File: src/rtl/keypad_pkg.sv
// Shared key codes, debounce FSM states and the frame decoder for the keypad scanner.
package keypad_pkg;

    localparam logic [3:0] KEY_NONE  = 4'd0;
    localparam logic [3:0] KEY_STAR  = 4'd10;
    localparam logic [3:0] KEY_ZERO  = 4'd11;
    localparam logic [3:0] KEY_HASH  = 4'd12;
    // Internal marker for a frame with two or more hits; never driven on key_data.
    localparam logic [3:0] KEY_MULTI = 4'hF;

    typedef enum logic [1:0] {
        StIdle,
        StDebPress,
        StPressed,
        StDebRel
    } key_state_e;

    // hits bit index is 3*row + col; a single hit maps to code index+1.
    function automatic logic [3:0] frame_code(input logic [11:0] hits);
        logic [3:0]  code;
        int unsigned n;
        code = KEY_NONE;
        n    = 0;
        for (int i = 0; i < 12; i++) begin
            if (hits[i]) begin
                n++;
                case (i)
                    9:       code = KEY_STAR;
                    10:      code = KEY_ZERO;
                    11:      code = KEY_HASH;
                    default: code = 4'(i + 1);
                endcase
            end
        end
        if (n > 1) begin
            code = KEY_MULTI;
        end
        return code;
    endfunction

endpackage

File: src/rtl/key_debounce_fsm.sv
// Frame-rate debounce of decoded key codes; emits a stable code and a one-clk press strobe.
module key_debounce_fsm
    import keypad_pkg::*;
#(
    parameter int unsigned DEB_FRAMES = 4
) (
    input  logic       clk,
    input  logic       rst_n,
    input  logic       enable,
    input  logic       frame_valid,
    input  logic [3:0] frame_code,
    output logic [3:0] key_data,
    output logic       key_valid,
    output logic [3:0] cnt
);

    key_state_e state_q, state_d;
    logic [3:0] cand_q, cand_d;
    logic [3:0] cnt_q, cnt_d;
    logic [3:0] key_data_q, key_data_d;
    logic       key_valid_q, key_valid_d;
    logic [3:0] cnt_inc;

    assign cnt_inc = (cnt_q == 4'hF) ? cnt_q : cnt_q + 4'd1;

    always_comb begin
        state_d     = state_q;
        cand_d      = cand_q;
        cnt_d       = cnt_q;
        key_data_d  = key_data_q;
        key_valid_d = 1'b0;
        if (!enable) begin
            state_d    = StIdle;
            cand_d     = KEY_NONE;
            cnt_d      = 4'd0;
            key_data_d = KEY_NONE;
        end else if (frame_valid) begin
            unique case (state_q)
                StIdle: begin
                    if (frame_code != KEY_NONE && frame_code != KEY_MULTI) begin
                        cand_d  = frame_code;
                        cnt_d   = 4'd1;
                        state_d = StDebPress;
                    end
                end
                StDebPress: begin
                    if (frame_code == cand_q) begin
                        if (cnt_inc == 4'(DEB_FRAMES)) begin
                            state_d     = StPressed;
                            key_data_d  = cand_q;
                            key_valid_d = 1'b1;
                            cnt_d       = 4'd0;
                        end else begin
                            cnt_d = cnt_inc;
                        end
                    end else begin
                        state_d = StIdle;
                        cnt_d   = 4'd0;
                    end
                end
                StPressed: begin
                    // Any other frame (none, other key, multi) starts a release.
                    if (frame_code != cand_q) begin
                        state_d = StDebRel;
                        cnt_d   = 4'd1;
                    end
                end
                StDebRel: begin
                    if (frame_code != cand_q) begin
                        if (cnt_inc == 4'(DEB_FRAMES)) begin
                            state_d    = StIdle;
                            key_data_d = KEY_NONE;
                            cnt_d      = 4'd0;
                        end else begin
                            cnt_d = cnt_inc;
                        end
                    end else begin
                        state_d = StPressed;
                        cnt_d   = 4'd0;
                    end
                end
            endcase
        end
    end

    always_ff @(posedge clk or negedge rst_n) begin
        if (!rst_n) begin
            state_q     <= StIdle;
            cand_q      <= KEY_NONE;
            cnt_q       <= 4'd0;
            key_data_q  <= KEY_NONE;
            key_valid_q <= 1'b0;
        end else begin
            state_q     <= state_d;
            cand_q      <= cand_d;
            cnt_q       <= cnt_d;
            key_data_q  <= key_data_d;
            key_valid_q <= key_valid_d;
        end
    end

    assign key_data  = key_data_q;
    assign key_valid = key_valid_q;
    assign cnt       = cnt_q;

endmodule

File: src/rtl/keypad_scanner.sv
// 3x4 keypad scanner: column drive, row synchroniser, frame decode and debounced key output.
module keypad_scanner
    import keypad_pkg::*;
#(
    parameter int unsigned SCAN_DIV   = 25000,
    parameter int unsigned DEB_FRAMES = 4
) (
    input  logic       clk,
    input  logic       rst_n,
    input  logic       enable,
    input  logic [3:0] key_row,
    output logic [2:0] key_col,
    output logic [3:0] key_data,
    output logic       key_valid,
    output logic       multi_key
);

    localparam int unsigned PresW = $clog2(SCAN_DIV);

    logic [PresW-1:0] presc_q;
    logic [3:0]       row_meta_q, row_sync_q;
    logic [1:0]       col_idx_q;
    logic [2:0]       key_col_q;
    logic [11:0]      acc_q;
    logic             multi_q;

    logic             tick;
    logic             frame_end;
    logic [11:0]      cur_hits;
    logic [11:0]      frame_hits;
    logic [3:0]       code;
    logic [3:0]       deb_cnt;

    assign tick      = enable && (presc_q == PresW'(SCAN_DIV - 1));
    assign frame_end = tick && (col_idx_q == 2'd2);

    always_comb begin
        cur_hits = '0;
        for (int r = 0; r < 4; r++) begin
            case (col_idx_q)
                2'd0:    cur_hits[3*r]     = row_sync_q[r];
                2'd1:    cur_hits[3*r + 1] = row_sync_q[r];
                2'd2:    cur_hits[3*r + 2] = row_sync_q[r];
                default: ;
            endcase
        end
        frame_hits = acc_q | cur_hits;
        code       = frame_code(frame_hits);
    end

    always_ff @(posedge clk or negedge rst_n) begin
        if (!rst_n) begin
            row_meta_q <= '0;
            row_sync_q <= '0;
        end else begin
            row_meta_q <= key_row;
            row_sync_q <= row_meta_q;
        end
    end

    // Prescaler and column both freeze while disabled so scanning resumes in place.
    always_ff @(posedge clk or negedge rst_n) begin
        if (!rst_n) begin
            presc_q   <= '0;
            col_idx_q <= 2'd0;
            key_col_q <= 3'b001;
        end else if (enable) begin
            if (tick) begin
                presc_q   <= '0;
                col_idx_q <= (col_idx_q == 2'd2) ? 2'd0 : col_idx_q + 2'd1;
                key_col_q <= {key_col_q[1:0], key_col_q[2]};
            end else begin
                presc_q <= presc_q + 1'b1;
            end
        end
    end

    always_ff @(posedge clk or negedge rst_n) begin
        if (!rst_n) begin
            acc_q   <= '0;
            multi_q <= 1'b0;
        end else if (!enable) begin
            acc_q   <= '0;
            multi_q <= 1'b0;
        end else if (tick) begin
            acc_q <= frame_end ? '0 : frame_hits;
            if (frame_end) begin
                multi_q <= (code == KEY_MULTI);
            end
        end
    end

    key_debounce_fsm #(
        .DEB_FRAMES(DEB_FRAMES)
    ) u_deb (
        .clk        (clk),
        .rst_n      (rst_n),
        .enable     (enable),
        .frame_valid(frame_end),
        .frame_code (code),
        .key_data   (key_data),
        .key_valid  (key_valid),
        .cnt        (deb_cnt)
    );

    // The count is cleared whenever it reaches DEB_FRAMES, so it always stays below it.
    cnt_bound_a: assert property (@(posedge clk) disable iff (!rst_n)
        deb_cnt < 4'(DEB_FRAMES));

    assign key_col   = key_col_q;
    assign multi_key = multi_q;

endmodule
File: config.mk
export PLATFORM = sky130hd
export DESIGN_NAME = keypad_scanner
export DESIGN_NICKNAME = d
export VERILOG_FILES = /design/src/rtl/keypad_pkg.sv /design/src/rtl/key_debounce_fsm.sv /design/src/rtl/keypad_scanner.sv
export SDC_FILE = /design/constraint.sdc
export NUM_CORES = 1
export LEC_CHECK = 0
export ABC_AREA = 1
export CAP_MARGIN = 20
export CORE_MARGIN = 2
export CORE_UTILIZATION = 67
export CTS_CLUSTER_SIZE = 8
export DETAILED_ROUTE_END_ITERATION = 10
export PLACE_DENSITY = 0.87
export REMOVE_ABC_BUFFERS = 1
export SETUP_SLACK_MARGIN = 0.2
export SLEW_MARGIN = 20
export SYNTH_ARGS = -nofsm -noshare
export SYNTH_HDL_FRONTEND = slang
export SYNTH_HIERARCHICAL = 1
export SYNTH_SLANG_ARGS = --single-unit
File: constraint.sdc
create_clock -name clk -period 13.4 [get_ports clk]
set_input_delay 2.01 -clock clk [delete_from_list [all_inputs] [get_ports clk]]
set_output_delay 2.01 -clock clk [all_outputs]
set_load 0.1 [all_outputs]
==> metrics <==
largest family of logic cells by synthesized area simple AND/OR/NAND/NOR gates; via density per instance 5.493; largest net degree at the start of global routing 57; Worst Skew 0.009188 ns; status finished, final reports clean; Required @ worst endpoint 13.65 ns; design area 0.004498 mm2; Post-synth ARST share 1.000; initial antenna violation count 0; Setup WS pre-CTS 5.666 ns; vias in the first global route 3972; flop2flop setup slack 5.57 ns; layout cell share with drive strength beyond 1 0.09285; Antenna Cells 0; # IOs 16; Slew Viols, Final 0; critical path class reg2reg; worst-path fanout max 6; first-pass GRT wire length 16.24 mm; Fill cells 497; Area Growth Syn to Fin 7.635%; number of flops mapped to enable cells by yosys 0; critical path depth 51; CTS tree done; Max Freq 127.7 MHz; minimum clock period 7.830 ns; CP Launch Point col_idx_q[1]$_DFFE_PN0P_; Die Ht 82.98 um; die area 0.006885 mm2; final wirelength 8.853 mm; multiplexer share of the synthesized area 0; DP HPWL 6.867 mm; Worst slew margin 0.3435; synth warn 6; post-DR wirelength/cell 12.09 um; Core Area 0.005991 mm2; Clock Latency Late Sink 0.31 ns; commonest non-fill, non-tap cell in the layout nand2_1; total gr overflow 0; Layout Nets 678; Critical path buffers and inverters 6; Mapped Cells 636; Power Dens Cells 115.1 mW/mm2; Mapped Avg Cell Area 6.571 um2; CTS Hold Buffers Added 0; post-CTS setup buffers 0; CTS buffer count 5; Sink Count 56; Synth Area in Adders 0.04491; slowest stage cell on the critical path dfrtp_1; Hold Violations, Final 0; routed vias 4021; Max Buffers Root-to-Sink 2; Compound-Gate Fraction of Synth Area 0.08802; clock root cell clkbuf_8; die width 82.98 um; Post-DP Area 0.004407 mm2; DRC viols 0; worst vdd ir 0.1314 mV; H-Tree Depth 2; register area share after synthesis 0.3356; IO buf count 15; critical path launch point type register; worst setup margin 5.570 ns; worst r2r path cells 51; RSZ-0062 raised after global routing no; Worst path max stage delay 0.45 ns; clk slew on worst S/H paths 0.11 ns; worst r2r src col_idx_q[1]$_DFFE_PN0P_; Setup TNS Final 0 ns; Leak Pwr 2.448 nW; Tot GR Track Use 0.2739; xor/xnor share of the synthesized area 0.008383; Arrival @ worst endpoint 8.08 ns; most frequent CP cell nand2_1; reg2reg end u_deb/state_q[1]$_DFFE_PN0P_; Mapped Area 0.004179 mm2; Seq cells post-synth 56; simple-gate portion of the synthesized area 0.4135; synth unique cells 36; Max Cap Viol 0; Worst-Margin Slew 0.9816 ns; Starting Density 0.6976; post_cts resized 0; final setup vio count 0; CP top delay family simple AND/OR/NAND/NOR gates; num rows 28; Final period util 0.5843; Min-Delay Path Class reg2reg; Crit. End Element register; Critical Path End u_deb/state_q[1]$_DFFE_PN0P_; Initial DRC Count 263; GP Congestion 0.8832; drt first pass iters 5; most frequent cells in the layout nand2_1, inv_1, nand3_1; Routed Antenna Nets 0; main flop type after synthesis dfrtp_1
-- layer usage --
metal  part of all wire  up-vias  global-route usage  routed length, um
li1                   -     2064                   -                  -
met1               0.44     1864              0.3301               3932
met2               0.52       78              0.5103               4569
met3              0.025       15             0.02783                218
met4              0.015        0             0.08644                132
met5                  0        -                   0                  0
-- area by class of cell --
class / instances / area (um2) / share of cell area
well taps: 75 / 93.84 / 0.02086
clock buffers: 5 / 68.82 / 0.01530
flip-flops and latches: 56 / 1403 / 0.3118
inverters: 115 / 431.7 / 0.09597
clock inverters: 3 / 22.52 / 0.005007
multi-input cells: 461 / 2318 / 0.5154
repair buffers: 17 / 160.2 / 0.03561
-- synth_stat cells, types with 4 or more instances --
library cell	instances	share of area
a211oi_1	4	0.0072
a21oi_1	22	0.026
dfrtp_1	55	0.33
ha_1	15	0.045
inv_1	107	0.096
inv_2	7	0.0063
nand2_1	195	0.18
nand2_2	12	0.018
nand3_1	66	0.079
nand3_2	8	0.019
nand4_1	12	0.018
nor2_1	47	0.042
nor2_2	10	0.015
nor3_1	12	0.014
nor4_1	4	0.0060
o21ai_0	25	0.030
or2_2	5	0.0075
xor2_1	4	0.0084
-- worst min path at each step --
stage / depth (start not counted) / from / end
6_report: 0 / row_meta_q[0]$_DFF_PN0_ / row_sync_q[0]$_DFF_PN0_
3_3_place_gp: 0 / row_meta_q[2]$_DFF_PN0_ / row_sync_q[2]$_DFF_PN0_
3_5_place_dp: 0 / row_meta_q[0]$_DFF_PN0_ / row_sync_q[0]$_DFF_PN0_
5_1_grt: 0 / row_meta_q[0]$_DFF_PN0_ / row_sync_q[0]$_DFF_PN0_
2_1_floorplan: 0 / row_meta_q[0]$_DFF_PN0_ / row_sync_q[0]$_DFF_PN0_
4_1_cts: 0 / row_meta_q[0]$_DFF_PN0_ / row_sync_q[0]$_DFF_PN0_
-- registers in the layout, indices dropped and copies added (netlist names) --
signal and count:
acc_q 12, col_idx_q 2, key_col 3, multi_key 1
presc_q 15, row_meta_q 4, row_sync_q 4, u_deb/cand_q 4
u_deb/cnt 4, u_deb/key_data 4, u_deb/key_valid 1, u_deb/state_q 2
-- cells by family (layout without fill, tap and decap cells) --
family / count (synthesis) / in the layout
flip-flops: 56 / 56
buffers and inverters: 119 / 140
AO/OA/AOI/OAI: 62 / 62
XOR/XNOR: 4 / 4
adder cells (fa/ha/maj): 15 / 15
AND/OR/NAND/NOR: 380 / 380
-- per-stage QoR --
stage	total power, W	std cells	hold WS, ns	utilization
floorplan	0.0003749	632	0.3312	-
global placement	0.0004145	724	0.3333	0.7356
detailed placement	0.0004235	724	0.3355	0.7356
CTS	0.0005180	732	0.3597	0.7508
global route	0.0005585	732	0.3680	0.7508
finish	0.0005176	732	0.3584	0.7508
-- power breakdown --
part            total, W  leakage [nW]  internal [W]  switching, W
Clock          0.0000941        0.0485     0.0000376     0.0000565
Sequential      0.000221         0.713      0.000197     0.0000247
Combinational   0.000202          1.69     0.0000602      0.000142
Note: power is estimated with default switching activity, not from simulation.
